===== config.mk =====
export PLATFORM = sky130hd
export DESIGN_NAME = a2_timepulse
export DESIGN_NICKNAME = d
export VERILOG_FILES = /design/src/rtl/a2_timepulse.sv
export SDC_FILE = /design/constraint.sdc
export NUM_CORES = 1
export LEC_CHECK = 0
export CORE_ASPECT_RATIO = 2
export CORE_MARGIN = 3
export CORE_UTILIZATION = 35
export DETAILED_ROUTE_END_ITERATION = 6
export PLACE_DENSITY = 0.62
export SYNTH_ARGS = -nofsm -noshare
export SYNTH_HDL_FRONTEND = slang
export SYNTH_SLANG_ARGS = --single-unit

===== constraint.sdc =====
create_clock -name SIM_CLK -period 2.48 [get_ports SIM_CLK]
set_input_delay 0.496 -clock SIM_CLK [delete_from_list [all_inputs] [get_ports SIM_CLK]]
set_output_delay 0.496 -clock SIM_CLK [all_outputs]
set_load 0.005 [all_outputs]

===== src/rtl/a2_timepulse.sv =====
// Time pulse ring for the A2 timer: steps one-hot T01..T12 on alternating odd/even
// set strobes, counts completed memory cycle times and flags broken strobe sequences.
module a2_timepulse #(
  parameter int MCT_W = 8
) (
  input  logic             SIM_CLK,
  input  logic             SIM_RST,
  input  logic             ODDSET_,
  input  logic             EVNSET_,
  input  logic             STOP,
  input  logic             GOJAM,
  output logic [11:0]      TP,
  output logic [11:0]      TP_,
  output logic             EOMCT,
  output logic [MCT_W-1:0] MCTCNT,
  output logic             TPALM
);

  localparam logic [11:0] T12      = 12'h800;
  localparam logic [11:0] ODD_MASK = 12'h555;

  logic             prev_odd_q, prev_odd_d;
  logic             prev_evn_q, prev_evn_d;
  logic [11:0]      tp_q, tp_d;
  logic             eomct_q, eomct_d;
  logic [MCT_W-1:0] mctcnt_q, mctcnt_d;
  logic             tpalm_q, tpalm_d;

  logic        odd_ev, even_ev;
  logic        tp_legal, tp_is_odd, tp_is_even;
  logic [11:0] tp_next;

  assign odd_ev     = prev_odd_q & ~ODDSET_;
  assign even_ev    = prev_evn_q & ~EVNSET_;
  assign tp_legal   = (tp_q != 12'd0) && ((tp_q & (tp_q - 12'd1)) == 12'd0);
  assign tp_is_odd  = |(tp_q & ODD_MASK);
  assign tp_is_even = |(tp_q & ~ODD_MASK);
  assign tp_next    = {tp_q[10:0], tp_q[11]};

  always_comb begin
    prev_odd_d = ODDSET_;
    prev_evn_d = EVNSET_;
    tp_d       = tp_q;
    eomct_d    = 1'b0;
    mctcnt_d   = mctcnt_q;
    tpalm_d    = tpalm_q;
    if (GOJAM) begin
      tp_d     = T12;
      mctcnt_d = '0;
      tpalm_d  = 1'b0;
    end else if (!tp_legal) begin
      tp_d = T12;
    end else if (odd_ev && even_ev) begin
      tpalm_d = 1'b1;
    end else if (odd_ev) begin
      if (tp_is_even) begin
        tp_d = tp_next;
        if (tp_q[11]) begin
          eomct_d  = 1'b1;
          mctcnt_d = mctcnt_q + 1'b1;
        end
      end else begin
        tpalm_d = 1'b1;
      end
    end else if (even_ev) begin
      if (tp_is_odd) begin
        tp_d = tp_next;
      end else if (!STOP) begin
        // A missing odd strobe is expected while the timer is stopped.
        tpalm_d = 1'b1;
      end
    end
  end

  always_ff @(posedge SIM_CLK or negedge SIM_RST) begin
    if (!SIM_RST) begin
      prev_odd_q <= 1'b1;
      prev_evn_q <= 1'b1;
      tp_q       <= T12;
      eomct_q    <= 1'b0;
      mctcnt_q   <= '0;
      tpalm_q    <= 1'b0;
    end else begin
      prev_odd_q <= prev_odd_d;
      prev_evn_q <= prev_evn_d;
      tp_q       <= tp_d;
      eomct_q    <= eomct_d;
      mctcnt_q   <= mctcnt_d;
      tpalm_q    <= tpalm_d;
    end
  end

  assign TP     = tp_q;
  assign TP_    = ~tp_q;
  assign EOMCT  = eomct_q;
  assign MCTCNT = mctcnt_q;
  assign TPALM  = tpalm_q;

endmodule


# Word-level counts from Yosys, hierarchy flattened
# Index checks and enable logic that the tools add are counted.
[op_classes]
mux = 27
addsub = 2
eq_ne = 8
bitwise_logic = 6
reduce_logical = 14
[op_table]
columns = ["operator", "count"]
rows = [
  ["2-to-1 mux 12 bit", 7],
  ["2-to-1 mux 8 bit", 6],
  ["inequality test 4 x 3 -> 1 bit (second input constant)", 4],
  ["2-to-1 mux 1 bit", 14],
  ["bitwise AND 12 bit", 1],
  ["logical NOT 12 bit", 1],
  ["NOT 12 bit", 1],
  ["nonzero test 12 bit", 1],
  ["OR reduction 6 bit", 2],
  ["subtractor 12 x 1 -> 12 bit (second input constant)", 1],
  ["AND reduction 5 bit", 2],
  ["adder 8 x 1 -> 8 bit (second input constant)", 1],
  ["nonzero test 2 bit", 4],
  ["inequality test 4 x 1 -> 1 bit (second input constant)", 1],
  ["inequality test 4 bit (second input constant)", 1],
  ["AND reduction 4 bit", 1],
  ["nonzero test 4 bit", 1],
  ["inequality test 3 bit (second input constant)", 1],
  ["bitwise AND 1 bit", 2],
  ["logical AND 1 bit", 2],
  ["inequality test 2 bit (second input constant)", 1],
  ["NOT 1 bit", 2],
]
[totals]
register_bits = 24
wordCells = 63
inputBits = 6

# Logic depth before layout (Yosys ltp)
# Gate-level depths: netlist (run 1).
[logic_depth]
depth_word = 7
ltp_mapped = 8

# Worst setup path after synthesis (run 1)
# OpenSTA, ideal clock, no wires.
[synth_path]
path_kind = "reg-to-reg"
start = "reg tp_q[1] (netlist: TP[1])"
end = "reg mctcnt_q[5] (netlist: MCTCNT[5])"
t_arrival_ns = 1.913
setup_ns = 0.128
path_buffers = 1
stages_incl_launch_ff = 7
slack_ns = 0.440
required_ns = 2.352
path_cell_list = "dfrtp_1 or4_1 buf_2 o21ai_1 nor4b_2 o2111ai_1 mux2_1"
[synth_via]
elab_chain_cells = 6
[synth_lines]
columns = ["element", "line_no", "source"]
rows = [
  ["from (decl)", "24", "logic [11:0] tp_q, tp_d;"],
  ["from (signal assigned)", "86", "tp_q <= tp_d;"],
  ["subtractor 12 x 1 -> 12 bit", "35", "assign tp_legal = (tp_q != 12'd0) && ((tp_q & (tp_q - 12'd1)) == 12'd0);"],
  ["bitwise AND 12 bit", "35", ""],
  ["logical NOT 12 bit", "35", ""],
  ["logical AND 1 bit", "35", ""],
  ["nonzero test 2 bit (no source line)", "--", ""],
  ["AND reduction 5 bit (no source line) (*)", "--", ""],
  ["to (signal assigned)", "88", "mctcnt_q <= mctcnt_d;"],
  ["to (decl)", "26", "logic [MCT_W-1:0] mctcnt_q, mctcnt_d;"],
]
# Every way passes the cells marked *; elsewhere a longest branch is shown, timed or not.
# A chain may end at the register's enable or synchronous reset.

# Worst setup path after layout (run 1)
[layout_path]
start = "reg tp_q[1] (netlist: TP[1])"
end = "reg tp_q[11] (netlist: TP[11])"
[layout_via]
elab_chain_cells = 6
[layout_lines]
columns = ["element", "line_no"]
rows = [
  ["subtractor 12 x 1 -> 12 bit", "35"],
  ["bitwise AND 12 bit", "35"],
  ["logical NOT 12 bit", "35"],
  ["logical AND 1 bit", "35"],
  ["inequality test 4 x 3 -> 1 bit (no source line), or another cell as far along", "--"],
  ["AND reduction 4 bit (no source line) or 2-to-1 mux 12 bit (tied branches)", "--"],
]
# Several ways; a longest one is shown, not always the timed one.

==> results.ini, run 1 <==
[routing]
vias = 1241
via_per_inst = 5.13
avgRoutedWirePerCell_um = 14.6
drtIter0Drc = 38
firstDrtPassIters = 4
finalWirelength_mm = 3.53
route.detailed.drc = 0
ant_nets = 0

[power]
leakage_nw = 0.764
ir_drop_uv = 459
p_total_w = 0.00125
p_per_area_nw_per_um2 = 668

[clock_tree]
cts_root_buffer = clkbuf_8
path_clk_slew_ns = 0.08
clock_latency_ns = 0.26
cts_hold_buf = 0
cts_sinks = 24
tritoncts = yes
clk_path_buf_depth = 2
cts_post_setup_buffers_inserted = 0
htree_levels = 1
cts_buffers = 3
ctsResizeCount = 0

[cells_and_area]
antennaDiodeCount = 0
syn2layout_area_growth_pct = 38.1
drive_above_1_share_pct = 10.9
instances_no_fill = 242
finish.net_count = 201

[min_path]
min_path_cells = 2
hp-class = reg -> reg
hold_start = TPALM
worst_hold_path.endpoint = TPALM

[critical_path]
critPathMaxFanout = 8
crit_chain = or4_1, o21ai_1, nor4b_2, o21ai_1, buf_4, or2_1
cpPeakStageDelay_ns = 0.68
cp_slowest_cell = or4_1
path_common_cell = o21ai_1
cp.arrival_ns = 2.49
crit_buf_inv = 1
worstSetupStartpointType = flop
worstPathRequired_ns = 2.68
reg2reg_to = TP[11]
reg2reg_slack_ns = 0.19
end_kind = flop
r2r_start = TP[1]
rr_worst_depth = 6
critPathKind = reg -> reg
cp_top_family = simple AND/OR/NAND/NOR gates

[grt]
grt_pass1_wl_mm = 6.08
antenna_found_initial = 0
gr-usage-all-layers_pct = 16.4
grt_remaining_overflow = 0
first_global_vias = 1327
grt_max_degree = 25

[sta]
fmaxAchievable_mhz = 437
slew_viol_final = 0
finalCritPeriodShare_pct = 92.3
slew_headroom_pct = 73.9
min_period_ns = 2.29
finalSetupViolCount = 0
skew_ns = 0.00290
grt_setup_unrepaired = no
tightest_slew_ns = 0.382
hold_violations = 0
tns_ns = 0

[outcome]
status = complete, no violations

[logic_synthesis]
synth_fp_nets = 157
ys_ff_latch = 24
yosysUniqueCellTypes = 41
synth_most_common_cell = dfrtp_1
synth_cells = 150
synth_ff_type = dfrtp_1
yosys-top-cells-count = dfrtp_1 (21), a21oi_1 (14), inv_1 (14), nand2_1 (14), or3_1 (14)
yosysSeqAreaShare_pct = 44.6
synth_area_per_cell_um2 = 9.03
synthTopCellsByArea = dfrtp_1 (39%), or3_1 (6.5%), dfstp_2 (5.8%), a21oi_1 (5.2%), inv_1 (3.9%)
synthArstFlopShare_pct = 100
synth_top_area_share_pct = 38.8
syn_area_um2 = 1350
synth_edf_count = 0
ys_warn_count = 0
yosys.area.top_type = dfrtp_1

[job]
maxCapViolations = 0

[die]
die_area_um2 = 4700
start_util_pct = 36.7
io_pins = 40
die_h_um = 94.0
dieWidth_um = 50.0
num_rows = 31
core_um2 = 3680

[placement]
routabilityCongestion = 0.833
place.port_buffers = 39
place.detailed.hpwl_mm = 2.59
placedCellCount = 238

[logic make-up after synthesis]
| group | after synthesis | share of synthesized area (%) |
|---|---|---|
| buffers and inverters | 22 | 7.39 |
| adder cells (fa/ha/maj) | 2 | 1.66 |
| AO/OA/AOI/OAI | 28 | 13.3 |
| XOR/XNOR | 4 | 2.59 |
| AND/OR/NAND/NOR | 66 | 27.3 |
| flip-flops | 24 | 44.6 |
| multiplexers | 4 | 3.14 |
[routing by layer]
layer  GRT usage, %  vias to the layer above  part of all wire, %
li1               -                      608                    -
met5              0                        -                    0
met1           17.8                      594                   41
met4           6.24                        0                  1.2
met3           2.23                        4                  3.6
met2           30.9                       35                   54
[cell type report]
class | instances | area [um2]
clock buffers | 4 | 55.1
fillers | 349 | 1820
inverters | 15 | 56.3
multi-input cells | 104 | 649
flip-flops and latches | 24 | 604
well taps | 49 | 61.3
repair buffers | 46 | 443
[tightest hold or removal path, delay by kind of cell (launching register included)]
family | cells | cell delay, ns
buf+inv | 1 | 0.06
flops | 1 | 0.40
compound gates | 1 | 0.07
[state kept, by name, indices dropped and copies added (netlist names)]
register    flops
TPALM           1
TP             12
prev_evn_q      1
MCTCNT          8
prev_odd_q      1
EOMCT           1
[placed cells by master (no fill, tap or decap), drive strengths merged, types with 2 or more instances in the layout]
cell / n
or4: 4
o21ai: 5
mux2: 2
nor2: 11
nor2b: 4
a21oi: 14
nand2b: 2
dfstp: 3
dfrtp: 21
clkbuf: 4
nand2: 14
mux2i: 2
and3: 4
inv: 15
clkdlybuf4s50: 39
nand4: 4
xnor2: 3
nor3: 3
buf: 7
or3: 14
or2: 2
[power breakdown]
part | leakage [nW] | switching (W) | internal, W
Combinational | 0.412 | 0.000251 | 0.000251
Sequential | 0.323 | 0.0000525 | 0.000431
Clock | 0.0288 | 0.000123 | 0.000142
[metrics by stage]
| stage | worst slack [ns] | area (um2) | hold WS, ns | util, % |
|---|---|---|---|---|
| floorplan | 0.440 | 1350 | 0.200 | - |
| global placement | 0.222 | 1810 | 0.556 | 49.2 |
| detailed placement | 0.173 | 1810 | 0.560 | 49.2 |
| CTS | 0.186 | 1870 | 0.571 | 50.7 |
| global route | 0.0308 | 1870 | 0.597 | 50.7 |
| finish | 0.192 | 1870 | 0.567 | 50.7 |
[worst max path at each step]
stage,start,end,slack (ns),depth (start not counted)
finish,TP[1],TP[11],0.19,6
floorplan,TP[1],MCTCNT[5],0.44,6
global placement,TP[1],TP[11],0.22,6
global route,TP[1],TP[11],0.03,6
CTS,TP[1],TP[11],0.19,6
detailed placement,EVNSET_,TP[2],0.17,5
Power figures use the tool's default switching activity.
==> run 2: changes to the inputs <==
--- a/config.mk
+++ b/config.mk
@@ -8,6 +8,7 @@
 export CORE_ASPECT_RATIO = 2
 export CORE_MARGIN = 3
 export CORE_UTILIZATION = 35
+export CTS_CLUSTER_DIAMETER = 30
 export DETAILED_ROUTE_END_ITERATION = 6
 export PLACE_DENSITY = 0.62
 export SYNTH_ARGS = -nofsm -noshare
==> constraint.sdc (replaced) <==
create_clock -name SIM_CLK -period 2.2 [get_ports SIM_CLK]
set_input_delay 0.44 -clock SIM_CLK [delete_from_list [all_inputs] [get_ports SIM_CLK]]
set_output_delay 0.44 -clock SIM_CLK [all_outputs]
set_load 0.005 [all_outputs]
==> results.ini, run 2 (synthesis gave the netlist of run 1 again) <==
[critical_path]
cp_top_family = simple AND/OR/NAND/NOR gates
reg2reg_slack_ns = 0.1  ; -0.10 ns
cpPeakStageDelay_ns = 0.59  ; -0.09 ns
crit_buf_inv = 0  ; -1
r2r_start = TP[0]
crit_chain = or4_4, o21ai_1, nor4b_2, o2111ai_1, mux2_1
critPathKind = reg -> reg
worstPathRequired_ns = 2.35  ; -0.33 ns
crit_start = TP[0]
reg2reg_to = MCTCNT[5]
cp.depth = 5  ; -1
cp_slowest_cell = or4_4
end_kind = flop
cp.arrival_ns = 2.26  ; -0.23 ns
critPathMaxFanout = 5  ; -3
worstSetupStartpointType = flop
setup.worst_path.end = MCTCNT[5]
rr_worst_depth = 5  ; -1

[clock_tree]
htree_levels = 1  ; unchanged
cts_buffers = 3  ; unchanged
cts_root_buffer = clkbuf_8
tritoncts = yes
clock_latency_ns = 0.26  ; about the same
clk_path_buf_depth = 2  ; unchanged
path_clk_slew_ns = 0.09  ; about the same
cts_hold_buf = 0  ; unchanged
cts_sinks = 24  ; unchanged

[cells_and_area]
layout.cells.most_common = clkdlybuf4s50_1
drive_above_1_share_pct = 16.3  ; +5.4 points
antennaDiodeCount = 0  ; unchanged
fin_util_pct = 53.5  ; +2.8 points
syn2layout_area_growth_pct = 45.6
finish.net_count = 211  ; +5.0%
final_cell_mix = clkdlybuf4s50_1 (39), dfrtp_1 (21), buf_4 (17)
instances_no_fill = 252  ; +4.1%
largest_register_ffs = 12  ; unchanged
final_cell_area_um2 = 1970  ; +5.4%

[placement]
place.port_buffers = 39  ; unchanged
postPlaceCellArea_um2 = 1890  ; +4.1%
place.detailed.hpwl_mm = 2.85  ; +10%
routabilityCongestion = 0.873  ; +4.8%
dp_slack_ns = -0.0332  ; -0.206 ns
placedCellCount = 248  ; +4.2%

[routing]
avgRoutedWirePerCell_um = 14.9  ; +2.1%
via_per_inst = 5.25  ; +2.4%
ant_nets = 0  ; unchanged
vias = 1323  ; +6.6%
drtIter0Drc = 49  ; +29%
route.detailed.drc = 0  ; unchanged
finalWirelength_mm = 3.75  ; +6.3%
firstDrtPassIters = 4  ; unchanged

[sta]
fmaxAchievable_mhz = 475  ; +8.7%
fin_ws_ns = 0.0957  ; -0.0959 ns
slew_viol_final = 0  ; unchanged
hold_violations = 0  ; unchanged
skew_ns = 0.00634  ; +0.00345 ns
finalCritPeriodShare_pct = 95.7  ; +3.4 points
min_period_ns = 2.10  ; -0.184 ns
slew_headroom_pct = 72.2  ; -1.6 points
tightest_slew_ns = 0.416  ; +0.0345 ns
finalSetupViolCount = 0  ; unchanged
hold_ws_ns = 0.530  ; -0.0371 ns

[min_path]
hp-class = in -> async

[die]
dieWidth_um = 50.0  ; unchanged
core_um2 = 3680  ; unchanged
num_rows = 31  ; unchanged
io_pins = 40  ; unchanged
start_util_pct = 36.7  ; unchanged
die_area_um2 = 4700  ; unchanged
die_h_um = 94.0  ; unchanged

[grt]
first_global_vias = 1375  ; +3.6%
gr-usage-all-layers_pct = 17.0  ; +0.68 points
antenna_found_initial = 0  ; unchanged
grt_max_degree = 25  ; unchanged
grt_pass1_wl_mm = 6.27  ; +3.2%
grt_remaining_overflow = 0  ; unchanged

[power]
p_per_area_nw_per_um2 = 760  ; +14%
ir_drop_uv = 625  ; +36%
p_comb_share_pct = 45.2  ; +5.0 points
leakage_nw = 0.824  ; +7.8%
power.internal_w = 0.000993  ; +21%
switching_power_w = 0.000505  ; +19%
seqPwrFrac_pct = 35.1  ; -3.6 points
power.share.switching_pct = 33.7  ; -0.39 points
power_frac_clock_pct = 19.7  ; -1.5 points

[job]
maxCapViolations = 0  ; unchanged

[outcome]
status = complete, no violations

run 2: what timing repair did:
action / in CTS / in global routing
setup buffers: 0 / 0
pin swaps: 0 / 1
setup endpoints to repair: 2 / 4
gates cloned: 0 / 0
gates resized for setup: 1 / 3
run 2: worst reg2reg max path, cell delays in order (launching register included):
cell and delay (ns):
dfrtp_1 0.39, or4_4 0.59, o21ai_1 0.15, nor4b_2 0.35, o2111ai_1 0.19, mux2_1 0.33
run 2: cell type report:
cell class              instances  area [um2]
multi-input cells             104         676
well taps                      49        61.3
flip-flops and latches         24         604
inverters                      15        56.3
clock buffers                   4        55.1
repair buffers                 56         518
fillers                       356        1710
run 2: power by group through the flow:
stage	combinational (W)	clock (W)	sequential, W
CTS	0.000645	0.000305	0.000526
global route	0.000753	0.000326	0.000530
finish	0.000677	0.000295	0.000526
floorplan	0.000322	0	0.000541
detailed placement	0.000634	0	0.000534
global placement	0.000626	0	0.000532
run 2: how the worst min path moves through the flow:
stage / to / depth (start not counted)
after CTS: MCTCNT[5] / 2
final: MCTCNT[3] / 2
after global placement: TPALM / 2
after global routing: MCTCNT[0] / 2
after detailed placement: TPALM / 2
after floorplan: EOMCT / 0
run 2: metrics by stage:
| step | TNS [ns] | total power [W] |
|---|---|---|
| final | 0 | 0.00150 |
| after global routing | -0.00185 | 0.00161 |
| after CTS | 0 | 0.00148 |
| after detailed placement | -0.129 | 0.00117 |
| after global placement | 0 | 0.00116 |
| after floorplan | 0 | 0.000864 |
run 2: per-layer routing:
| layer | GRT usage (%) | routed length (um) | vias up |
|---|---|---|---|
| met5 | 0 | 0 | - |
| met1 | 18.8 | 1400 | 639 |
| met4 | 5.08 | 55 | 0 |
| met3 | 2.54 | 176 | 7 |
| met2 | 32.4 | 2120 | 50 |
| li1 | - | - | 627 |
==> run 3: changes to the inputs <==
--- a/config.mk
+++ b/config.mk
@@ -7,10 +7,10 @@
 export LEC_CHECK = 0
 export CORE_ASPECT_RATIO = 2
 export CORE_MARGIN = 3
-export CORE_UTILIZATION = 35
+export CORE_UTILIZATION = 40
 export CTS_CLUSTER_DIAMETER = 30
 export DETAILED_ROUTE_END_ITERATION = 6
-export PLACE_DENSITY = 0.62
+export PLACE_DENSITY = 0.69
 export SYNTH_ARGS = -nofsm -noshare
 export SYNTH_HDL_FRONTEND = slang
 export SYNTH_SLANG_ARGS = --single-unit
==> results.ini, run 3 (synthesis gave the netlist of run 1 again) <==
[outcome]
status = complete, no violations

[power]
power.share.switching_pct = 33.9  ; +0.23 points
ir_drop_uv = 562  ; -10%
power_frac_clock_pct = 20.5  ; +0.8 points
power.internal_w = 0.000956  ; -3.8%
switching_power_w = 0.000491  ; -2.8%
p_per_area_nw_per_um2 = 751  ; -1.2%
p_comb_share_pct = 43.3  ; -1.9 points
seqPwrFrac_pct = 36.2  ; +1.1 points
leakage_nw = 0.814  ; -1.3%

[cells_and_area]
instances_no_fill = 234  ; -7.1%
largest_register_ffs = 12  ; unchanged
syn2layout_area_growth_pct = 42.2
antennaDiodeCount = 0  ; unchanged
drive_above_1_share_pct = 15.8  ; -0.49 points
finish.net_count = 211  ; unchanged
final_cell_mix = clkdlybuf4s50_1 (39), dfrtp_1 (21), buf_4 (17)
layout.cells.most_common = clkdlybuf4s50_1
fin_util_pct = 60.3  ; +6.8 points

[sta]
min_period_ns = 2.09  ; -0.0103 ns
tns_ns = 0  ; unchanged
hold_violations = 0  ; unchanged
finalSetupViolCount = 0  ; unchanged
hold_ws_ns = 0.536  ; +0.00540 ns
fmaxAchievable_mhz = 478  ; +0.49%
skew_ns = 0.00564  ; -0.000709 ns
tightest_slew_ns = 0.400  ; -0.0163 ns
fin_ws_ns = 0.106  ; +0.0103 ns
slew_headroom_pct = 72.6  ; +0.40 points
slew_viol_final = 0  ; unchanged
finalCritPeriodShare_pct = 95.2  ; -0.47 points
grt_setup_unrepaired = no

[clock_tree]
htree_levels = 1  ; unchanged
cts_root_buffer = clkbuf_8
cts_hold_buf = 0  ; unchanged
clock_latency_ns = 0.26  ; about the same
cts_sinks = 24  ; unchanged
clk_path_buf_depth = 2  ; unchanged
tritoncts = yes
path_clk_slew_ns = 0.08  ; about the same
cts_buffers = 3  ; unchanged

[routing]
vias = 1301  ; -1.7%
avgRoutedWirePerCell_um = 15.3  ; +2.7%
route.detailed.drc = 0  ; unchanged
firstDrtPassIters = 4  ; unchanged
ant_nets = 0  ; unchanged
finalWirelength_mm = 3.58  ; -4.6%
via_per_inst = 5.56  ; +5.9%
drtIter0Drc = 18  ; -63%

[grt]
grt_max_degree = 25  ; unchanged
first_global_vias = 1366  ; -0.65%
antenna_found_initial = 0  ; unchanged
grt_pass1_wl_mm = 6.05  ; -3.5%
gr-usage-all-layers_pct = 19.6  ; +2.5 points
grt_remaining_overflow = 0  ; unchanged

[critical_path]
crit_chain = or4_4, nor3_1, and3_1, o21ai_1, buf_4, or2_1
critPathKind = reg -> reg
cp.arrival_ns = 2.29  ; +0.03 ns
cpPeakStageDelay_ns = 0.57  ; -0.02 ns
worstSetupStartpointType = flop
worstPathRequired_ns = 2.40  ; +0.05 ns
critPathMaxFanout = 12  ; +7
end_kind = flop
cp_slowest_cell = or4_4

[die]
num_rows = 29  ; -6.5%
core_um2 = 3190  ; -13%
die_area_um2 = 4160  ; -11%
die_h_um = 88.3  ; -6.1%
dieWidth_um = 47.1  ; -5.7%
io_pins = 40  ; unchanged
start_util_pct = 42.4  ; +5.7 points

[placement]
routabilityCongestion = 0.845  ; -3.2%
dp_slack_ns = 0.0159  ; +0.0491 ns
placedCellCount = 229  ; -7.7%
place.detailed.hpwl_mm = 2.74  ; -4.0%
place.port_buffers = 39  ; unchanged

[min_path]
hp-class = in -> async

[job]
maxCapViolations = 0  ; unchanged

-- run 3: cell counts in the layout (fill, tap and decap cells not counted) --
Identical to the previous run, type by type.
-- run 3: through the flow --
stage	power, W	area, um2
6_report	0.00145	1930
5_1_grt	0.00153	1930
4_1_cts	0.00146	1910
3_5_place_dp	0.00115	1860
3_3_place_gp	0.00114	1860
2_1_floorplan	0.000864	1350
-- run 3: power groups by stage --
stage,logic (W),registers (W),clock network (W)
CTS,0.000630,0.000524,0.000307
floorplan,0.000322,0.000541,0
finish,0.000627,0.000524,0.000296
global placement,0.000606,0.000531,0
detailed placement,0.000622,0.000533,0
global route,0.000679,0.000531,0.000323
-- run 3: critical path, delay by kind of cell (launching register included) --
kind | cells | cell delay (ns)
AO/OA/AOI/OAI | 1 | 0.10
flip-flops | 1 | 0.39
AND/OR/NAND/NOR | 4 | 1.34
buffers and inverters | 1 | 0.20
-- run 3: worst paths after layout --
kind,start,cells after the start,endpoint,slack [ns]
max in group asynchronous,SIM_RST,2,prev_odd_q,1.38
worst max-delay path,TP[0],6,TP[11],0.11
worst max register to register,TP[0],6,TP[11],0.11
min in group SIM_CLK,TPALM,2,TPALM,0.58
worst min-delay path,SIM_RST,2,MCTCNT[5],0.54
worst min register to register,TPALM,2,TPALM,0.58
-- run 3: what timing repair did --
action                     4_1_cts  5_1_grt
setup endpoints to repair        0        9
gates resized for setup          0        1
buffers inserted                 0        1
-- run 3: area by class of cell --
class                           instances  area (um2)
Fill cell                             280        1270
Clock buffer                            4        55.1
Sequential cell                        24         604
Tap cell                               31        38.8
Inverter                               15        56.3
Multi-Input combinational cell        104         653
Timing Repair Buffer                   56         518
-- run 3: metal layers --
metal | track usage [%] | part of all wire [%] | vias up
met5 | 0 | 0 | -
met2 | 36.3 | 56 | 41
met4 | 7.56 | 2.0 | 0
met3 | 2.04 | 4.4 | 6
met1 | 21.2 | 38 | 624
li1 | - | - | 630
